## config.mk

```make
export PLATFORM = sky130hd
export DESIGN_NAME = if_row_loader
export DESIGN_NICKNAME = d
export VERILOG_FILES = /design/src/rtl/if_loader_pkg.sv /design/src/rtl/sp_ring_ptr.sv /design/src/rtl/if_row_loader.sv
export SDC_FILE = /design/constraint.sdc
export NUM_CORES = 1
export LEC_CHECK = 0
export BUFFER_PORTS_ARGS = -buffer_cell sky130_fd_sc_hd__buf_4
export CAP_MARGIN = 25
export CORE_UTILIZATION = 32
export CTS_CLUSTER_DIAMETER = 200
export DETAILED_ROUTE_END_ITERATION = 7
export SLEW_MARGIN = 10
export SYNTH_ARGS = -nofsm -noshare
export SYNTH_HDL_FRONTEND = slang
export SYNTH_SLANG_ARGS = --single-unit
```

## constraint.sdc

```tcl
create_clock -name clk -period 5 [get_ports clk]
set_clock_uncertainty 0.1 [all_clocks]
set_input_delay 1.5 -clock clk [delete_from_list [all_inputs] [get_ports clk]]
set_output_delay 1.5 -clock clk [all_outputs]
set_load 0.01 [all_outputs]
```

## src/rtl/if_loader_pkg.sv

```systemverilog
// Shared types and flag-bit positions for the IF row loader.
package if_loader_pkg;

    typedef enum logic [1:0] {
        ST_IDLE,
        ST_SEEK,
        ST_LOAD,
        ST_DONE
    } state_t;

    function automatic int start_bit_pos(input int data_w);
        return data_w + 1;
    endfunction

    function automatic int end_bit_pos(input int data_w);
        return data_w;
    endfunction

endpackage

```

## src/rtl/sp_ring_ptr.sv

```systemverilog
// Scratchpad ring write pointer with occupancy counter and full flag.
module sp_ring_ptr #(
    parameter int SP_DEPTH = 16,
    parameter int ADDR_W   = $clog2(SP_DEPTH)
) (
    input  logic              clk,
    input  logic              rst,
    input  logic              wen,
    input  logic              consume,
    output logic [ADDR_W-1:0] waddr,
    output logic              full
);

    localparam logic [ADDR_W:0] OCC_FULL = (ADDR_W + 1)'(SP_DEPTH);

    logic [ADDR_W-1:0] r_ptr;
    logic [ADDR_W:0]   r_occ;
    logic              w_consume;

    // A consume with nothing stored is dropped rather than underflowing.
    assign w_consume = consume && (r_occ != '0);
    assign waddr     = r_ptr;
    assign full      = (r_occ == OCC_FULL);

    always_ff @(posedge clk) begin
        if (rst) begin
            r_ptr <= '0;
            r_occ <= '0;
        end else begin
            if (wen) begin
                r_ptr <= r_ptr + 1'b1;
            end
            case ({wen, w_consume})
                2'b10:   r_occ <= r_occ + 1'b1;
                2'b01:   r_occ <= r_occ - 1'b1;
                default: r_occ <= r_occ;
            endcase
        end
    end

endmodule

```

## src/rtl/if_row_loader.sv

```systemverilog
// Multi-row IF loader: seeks row-start flags in the input buffer and streams
// each row into the ring-addressed scratchpad under occupancy back-pressure.
module if_row_loader
    import if_loader_pkg::*;
#(
    parameter int DATA_W   = 16,
    parameter int SP_DEPTH = 16,
    parameter int ADDR_W   = $clog2(SP_DEPTH),
    parameter int ROWS_W   = 8
) (
    input  logic              clk,
    input  logic              rst,
    input  logic              start,
    input  logic [ROWS_W-1:0] row_count,
    input  logic              buf_empty,
    input  logic [DATA_W+1:0] buf_rdata,
    output logic              buf_ren,
    output logic              sp_wen,
    output logic [ADDR_W-1:0] sp_waddr,
    output logic [DATA_W-1:0] sp_wdata,
    input  logic              sp_consume,
    output logic              row_valid,
    output logic [ADDR_W-1:0] row_start_ptr,
    output logic [ADDR_W-1:0] row_end_ptr,
    output logic [ROWS_W-1:0] rows_loaded,
    output logic              busy,
    output logic              done,
    output logic              err
);

    localparam int START_BIT_POS = start_bit_pos(DATA_W);
    localparam int END_BIT_POS   = end_bit_pos(DATA_W);

    state_t            r_state;
    logic [ROWS_W-1:0] r_target;
    logic [ROWS_W-1:0] r_rows;
    logic [ADDR_W-1:0] r_cur_start;
    logic [ADDR_W-1:0] r_start_ptr;
    logic [ADDR_W-1:0] r_end_ptr;
    logic              r_row_valid;
    logic              r_done;
    logic              r_err;

    logic              w_full;
    logic [ADDR_W-1:0] w_ptr;
    logic              w_sbit;
    logic              w_ebit;
    logic              w_seek;
    logic              w_load;
    logic              w_avail;
    logic              w_discard;
    logic              w_wen;
    logic              w_ren;
    logic [ADDR_W-1:0] w_row_start;
    logic [ROWS_W-1:0] w_rows_next;

    assign w_sbit    = buf_rdata[START_BIT_POS];
    assign w_ebit    = buf_rdata[END_BIT_POS];
    assign w_seek    = (r_state == ST_SEEK);
    assign w_load    = (r_state == ST_LOAD);
    // Reset gates the handshake so no word is lost during the reset cycle.
    assign w_avail   = (w_seek || w_load) && !buf_empty && !rst;
    assign w_discard = w_seek && !w_sbit;
    assign w_wen     = w_avail && !w_full && !w_discard;
    assign w_ren     = w_avail && (w_discard || !w_full);

    assign w_row_start = w_sbit ? w_ptr : r_cur_start;
    assign w_rows_next = r_rows + 1'b1;

    assign buf_ren       = w_ren;
    assign sp_wen        = w_wen;
    assign sp_waddr      = w_ptr;
    assign sp_wdata      = buf_rdata[DATA_W-1:0];
    assign row_valid     = r_row_valid;
    assign row_start_ptr = r_start_ptr;
    assign row_end_ptr   = r_end_ptr;
    assign rows_loaded   = r_rows;
    assign busy          = (r_state != ST_IDLE);
    assign done          = r_done;
    assign err           = r_err;

    sp_ring_ptr #(
        .SP_DEPTH (SP_DEPTH),
        .ADDR_W   (ADDR_W)
    ) u_ring (
        .clk     (clk),
        .rst     (rst),
        .wen     (w_wen),
        .consume (sp_consume),
        .waddr   (w_ptr),
        .full    (w_full)
    );

    always_ff @(posedge clk) begin
        if (rst) begin
            r_state     <= ST_IDLE;
            r_target    <= '0;
            r_rows      <= '0;
            r_cur_start <= '0;
            r_start_ptr <= '0;
            r_end_ptr   <= '0;
            r_row_valid <= 1'b0;
            r_done      <= 1'b0;
            r_err       <= 1'b0;
        end else begin
            r_row_valid <= 1'b0;
            r_done      <= 1'b0;
            case (r_state)
                ST_IDLE: begin
                    if (start) begin
                        r_target <= row_count;
                        r_rows   <= '0;
                        r_err    <= 1'b0;
                        if (row_count == '0) begin
                            r_state <= ST_DONE;
                            r_done  <= 1'b1;
                        end else begin
                            r_state <= ST_SEEK;
                        end
                    end
                end
                ST_SEEK, ST_LOAD: begin
                    if (w_wen) begin
                        if (w_sbit) begin
                            r_cur_start <= w_ptr;
                        end
                        if (w_load && w_sbit) begin
                            r_err <= 1'b1;
                        end
                        if (w_ebit) begin
                            r_start_ptr <= w_row_start;
                            r_end_ptr   <= w_ptr;
                            r_row_valid <= 1'b1;
                            r_rows      <= w_rows_next;
                            if (w_rows_next == r_target) begin
                                r_state <= ST_DONE;
                                r_done  <= 1'b1;
                            end else begin
                                r_state <= ST_SEEK;
                            end
                        end else begin
                            r_state <= ST_LOAD;
                        end
                    end
                end
                ST_DONE: r_state <= ST_IDLE;
                default: r_state <= ST_IDLE;
            endcase
        end
    end

endmodule

```

== Word level (Yosys, flattened, before mapping) ==
Cells that the tools add are included.
Operators by class
  add/sub/neg operators: 4
  multiply operators: 0
  divide/modulo/power cells: 0
  magnitude comparators: 0
  equality and inequality tests: 11
  shift-type cells: 0
  muxes and demuxes: 23
  bitwise logic cells: 2
  reductions and logical operators: 29
Operators by type and width (count)
  8-bit 2-to-1 mux: 3
  8-bit one-hot mux with 2 select lines: 1
  2-bit 2-to-1 mux: 5
  5-bit one-hot mux with 2 select lines: 1
  1-bit 2-to-1 mux: 9
  8-bit by 1-bit adder with 8-bit output (second input constant): 1
  8-bit equality test: 1
  1-bit logical AND: 8
  8-bit zero test: 1
  4-bit AND reduction: 2
  2-bit equality test (second input constant): 3
  2-bit != test (second input constant): 3
  2-bit one-hot mux with 3 select lines: 1
  2-bit AND reduction: 3
  2-bit nonzero test: 3
  5-bit by 1-bit adder with 5-bit output (second input constant): 1
  5-bit equality test (second input constant): 1
  1-bit zero test: 5
  5-bit nonzero test: 1
  5-bit by 1-bit subtractor with 5-bit output (second input constant): 1
  4-bit by 1-bit adder with 4-bit output (second input constant): 1
  2-bit by 1-bit equality test with 1-bit output (second input constant): 2
  4-bit 2-to-1 mux: 1
  1-bit one-hot mux with 2 select lines: 2
  7 further kinds: 9
Storage, ports and cells
  bits in registers: 42
  latch bits: 0
  RAM bits: 0
  bits in read-only memories: 0
  input bits: 31
  output and inout bits: 42
  word-level logic and storage cells: 80
  memories: 0

== Logic depth before layout (Yosys ltp) ==
  depth in word-level cells: 8
  depth in mapped cells: 14
  mapped depth without buffers: 13

== By module ==
Synthesis repeated with hierarchy kept, for this count alone.
Unflattened totals
  cell total of the unflattened synthesis: 299
  area total of the unflattened synthesis: 2474.9 um^2
Modules (own cells, without submodules)
  if_row_loader: times used 1, cells an instance 236, area each 1931.9 um^2, sequential area each 660.6 um^2
  sp_ring_ptr: times used 1, cells an instance 63, area each 543.0 um^2, sequential area each 180.2 um^2

== Least setup slack after synthesis ==
Ideal clock, no wire load.
  path kind: input to register
  start: input rst
  end: register u_ring.r_occ[4]
  library setup time: 0.121 ns
  arrival: 3.932 ns
  data required time: 4.779 ns
  path slack: 0.847 ns
  stages on the path: 13
  path buffers: 2
  cell sequence: buf_6 > or3b_4 > a211oi_2 > inv_2 > ha_1 > clkbuf_1 > xor2_1 > ha_1 > a21boi_0 > o221ai_1 > a21o_1 > a21oi_1 > mux2_2
On the way
  word-level cells in the longest chain between the ends: 6
  elaborated cells between the ends (all ways): 8
  those cells by class: eq/ne: 2; mux: 1; reduce/logical: 5
RTL lines
  start: declaration: RTL line if_row_loader.sv:12  | input logic rst,
  1-bit zero test: RTL line if_row_loader.sv:62  | assign w_avail = (w_seek || w_load) && !buf_empty && !rst;
  1-bit logical AND: RTL line if_row_loader.sv:62
  1-bit logical AND (2 in a row): RTL line if_row_loader.sv:64  | assign w_wen = w_avail && !w_full && !w_discard;
  2-bit by 1-bit equality test with 1-bit output / 2-bit equality test (equally long branches): RTL line sp_ring_ptr.sv:33  | case ({wen, w_consume})
  5-bit one-hot mux with 2 select lines / 2-bit nonzero test (equally long branches)
  end signal: assignment: RTL line sp_ring_ptr.sv:34  | 2'b10: r_occ <= r_occ + 1'b1;
  end signal: assignment: RTL line sp_ring_ptr.sv:35  | 2'b01: r_occ <= r_occ - 1'b1;
  end signal: assignment: RTL line sp_ring_ptr.sv:36  | default: r_occ <= r_occ;
  end: declaration: RTL line sp_ring_ptr.sv:17  | logic [ADDR_W:0] r_occ;
Several ways; a longest one is shown, not always the timed one.
A chain may end at the register's enable or synchronous reset.

== Worst setup path after layout ==
  start: input buf_empty
  end: output sp_wen
On the way
  word-level cells in the longest chain between the ends: 5
RTL lines
  start: declaration: RTL line if_row_loader.sv:15  | input logic buf_empty,
  1-bit zero test: RTL line if_row_loader.sv:62
  1-bit logical AND (2 in a row): RTL line if_row_loader.sv:62
  1-bit logical AND (2 in a row): RTL line if_row_loader.sv:64
  end: declaration: RTL line if_row_loader.sv:18  | output logic sp_wen,
Every way passes these cells.

==> results.sh <==
export IMPL_final_critical_path_setup_slack_ns=0.7972
export IMPL_die_h_um=89.23
export IMPL_tns_ns=0
export IMPL_r2r_slack_ns=1.19
export IMPL_antenna_found_initial=0
export IMPL_critPathLaunchType="input port"
export IMPL_ir_drop_uv=120.6
export IMPL_hp_class="register to register"
export IMPL_path_max_fanout=10
export IMPL_globalRouteOverflowTotal=0
export IMPL_drtPass1Iterations=4
export IMPL_die_area_um2=7962
export IMPL_ys_top_cells_by_area="dfxtp_1 (35%), ha_1 (6.2%), a21oi_1 (6.0%)"
export IMPL_leakagePower_nw=1.072
export IMPL_postSynthCellCount=296
export IMPL_power_density_nw_per_um2=357.5
export IMPL_coreArea_um2=7292
export IMPL_seq_area_frac_synth_pct=34.53
export IMPL_finalWeightedCongestion=0.7849
export IMPL_finalNonFillerCells=410
export IMPL_worstSetupPathType="input port to output port"
export IMPL_ys_types=51
export IMPL_place_area_um2=2664
export IMPL_status="finished, final reports clean"
export IMPL_cp_data_required_time_ns=3.40
export IMPL_grt_use_total_pct=15.75
export IMPL_post_place_ws_ns=0.6827
export IMPL_io_buffers=40
export IMPL_clock_path_buffers=2
export IMPL_hpwl_um=3971
export IMPL_syn_to_final_growth_pct=13.93
export IMPL_maxCapViolCount=0
export IMPL_drc=0
export IMPL_root_buffer="clkbuf_8"
export IMPL_drtIter0Drc=148
export IMPL_tightest_slew_ns=0.7861
export IMPL_dieWidth_um=89.23
export IMPL_end_kind="output port"
export IMPL_nets=353
export IMPL_yosys_area_top_type="dfxtp_1"
export IMPL_cts_max_level=2
export IMPL_cts_made_buffers=5
export IMPL_yosys_warnings=0
export IMPL_p_total_mw=0.9916
export IMPL_post_cts_buffers=0
export IMPL_synthFlopType="dfxtp_1"
export IMPL_cts_clk_slew_worst_paths_ns=0.08
export IMPL_synthArstFlopShare_pct=0
export IMPL_grt_max_degree=36
export IMPL_synth_top_area_share_pct=34.53
export IMPL_initial_core_util_pct=33.39
export IMPL_cts_repair_resized=0
export IMPL_worstSkewPairLatency_ns=0.30
export IMPL_arrival_ns=2.60
export IMPL_ys_ff_latch=42
export IMPL_final_min_clock_period_ns=4.203
export IMPL_insertedDiodeCount=0
export IMPL_drive_gt1_share_pct=18.33
export IMPL_synth_edf_count=0
export IMPL_finalCritPeriodShare_pct=84.06
export IMPL_final_hold_violation_count=0
export IMPL_grt_pass1_vias=1960
export IMPL_grt_pass1_wl_um=9646
export IMPL_holdBufCountCts=0
export IMPL_netlist_area_um2=2435
export IMPL_vias=2072
export IMPL_vias_per_cell=5.054
export IMPL_io_pins=73
export IMPL_final_max_slew_violation_count=0
export IMPL_placed_cells=402
export IMPL_max_freq_mhz=237.9
export IMPL_cts_tree="done"
export IMPL_slew_headroom_pct=47.59
export IMPL_finalSetupViolCount=0
export IMPL_wl_per_cell_um=13.70
export IMPL_clock_sinks=42
export IMPL_synth_nets=339
export IMPL_rsz0062_at_grt="no"
export IMPL_final_cell_area_um2=2774
export IMPL_syn_area_per_cell_um2=8.226
export IMPL_drtAntennaViolNets=0
export IMPL_row_count=31
export IMPL_routed_wl_um=5619
registers in the layout (all words and copies together) (netlist names):
signal and cells:
row_valid 1, rows_loaded 8, row_end_ptr 4, u_ring.waddr 4, done 1, row_start_ptr 4
r_cur_start 4, err 1, r_state 2, u_ring.r_occ 5, r_target 8
critical path: stages:
cell      delay [ns]
buf_4           0.11
or3b_4          0.40
a211oi_2        0.23
buf_4           0.23
buf_4           0.14
final timing paths:
kind / start / depth (start not counted) / endpoint
worst min register to register: r_cur_start[0] / 2 / r_cur_start[0]
worst min-delay path: r_cur_start[0] / 2 / r_cur_start[0]
worst max-delay path: buf_empty / 5 / sp_wen
worst max register to register: r_state[1] / 13 / u_ring.r_occ[4]
where the power goes:
group | leakage [nW] | internal, mW | total, mW | switching, mW
sequential | 0.340 | 0.360 | 0.390 | 0.0297
combinational | 0.680 | 0.136 | 0.331 | 0.194
clock | 0.0514 | 0.149 | 0.271 | 0.122
total | 1.07 | 0.646 | 0.992 | 0.346
kinds of logic (layout without fill, tap and decap cells):
| family | after synthesis | in the layout | share of synthesized area [%] |
|---|---|---|---|
| buffers and inverters | 45 | 60 | 10.17 |
| AO/OA/AOI/OAI | 69 | 69 | 18.60 |
| flip-flops | 42 | 42 | 34.53 |
| adder cells (fa/ha/maj) | 12 | 12 | 6.166 |
| multiplexers | 11 | 11 | 4.574 |
| XOR/XNOR | 16 | 16 | 5.756 |
| AND/OR/NAND/NOR | 101 | 101 | 20.20 |
cell usage after synthesis, types with 2 or more instances:
| master | count |
|---|---|
| nand4_1 | 4 |
| o21ai_0 | 9 |
| nand2_1 | 33 |
| dfxtp_1 | 42 |
| mux2i_1 | 10 |
| nor2_1 | 17 |
| nor3_1 | 2 |
| xnor2_1 | 8 |
| a21boi_0 | 3 |
| a31oi_1 | 2 |
| nor2b_1 | 4 |
| xor2_1 | 8 |
| or3b_2 | 2 |
| o221ai_1 | 4 |
| clkbuf_1 | 10 |
| a311oi_1 | 2 |
| a21o_1 | 4 |
| a22o_1 | 2 |
| inv_1 | 9 |
| nand3_1 | 23 |
| o21a_1 | 2 |
| clkbuf_2 | 2 |
| a211oi_1 | 2 |
| nand3b_1 | 2 |
| buf_2 | 4 |
| ha_1 | 12 |
| or3_1 | 2 |
| buf_4 | 17 |
| a21oi_1 | 29 |
| nor4_1 | 5 |
metrics by stage:
stage,hold slack [ns],util [%]
detailed placement,0.3495,36.53
CTS,0.3600,38.04
floorplan,0.3357,-
global route,0.3784,38.04
global placement,0.3416,36.53
finish,0.3577,38.04
layer usage:
layer  global-route usage (%)  part of all wire (%)  vias up
li1                         -                     -     1048
met1                    22.06                    52      977
met2                    23.66                    43       41
met3                    3.693                   4.3        6
met4                    5.483                   1.4        0
met5                        0                     0        -
cell type report:
type	count	area (µm²)
Timing Repair Buffer	42	315.3
Fill cell	794	4518
Inverter	10	37.54
Tap cell	99	123.9
Multi-Input combinational cell	209	1346
Clock buffer	6	72.57
Clock inverter	2	37.54
Sequential cell	42	840.8
cells in the final DEF, fill, tap and decap left out, types with 2 or more instances in the layout:
cell | Yosys | routed
nor2_1 | 17 | 17
o21ai_0 | 9 | 9
nor3_1 | 2 | 2
ha_1 | 12 | 12
dfxtp_1 | 42 | 42
nor4_1 | 5 | 5
mux2i_1 | 10 | 10
nor2b_1 | 4 | 4
clkbuf_8 | 0 | 5
nand4_1 | 4 | 4
nand3b_1 | 2 | 2
inv_1 | 9 | 9
or3b_2 | 2 | 2
o221ai_1 | 4 | 4
buf_4 | 17 | 42
a21boi_0 | 3 | 3
a31oi_1 | 2 | 2
a311oi_1 | 2 | 2
a21oi_1 | 29 | 29
a21o_1 | 4 | 4
a211oi_1 | 2 | 2
o21a_1 | 2 | 2
a22o_1 | 2 | 2
or3_1 | 2 | 2
nand2_1 | 33 | 33
nand3_1 | 23 | 23
xnor2_1 | 8 | 8
xor2_1 | 8 | 8
No activity file was read; power rests on OpenSTA's default activity.
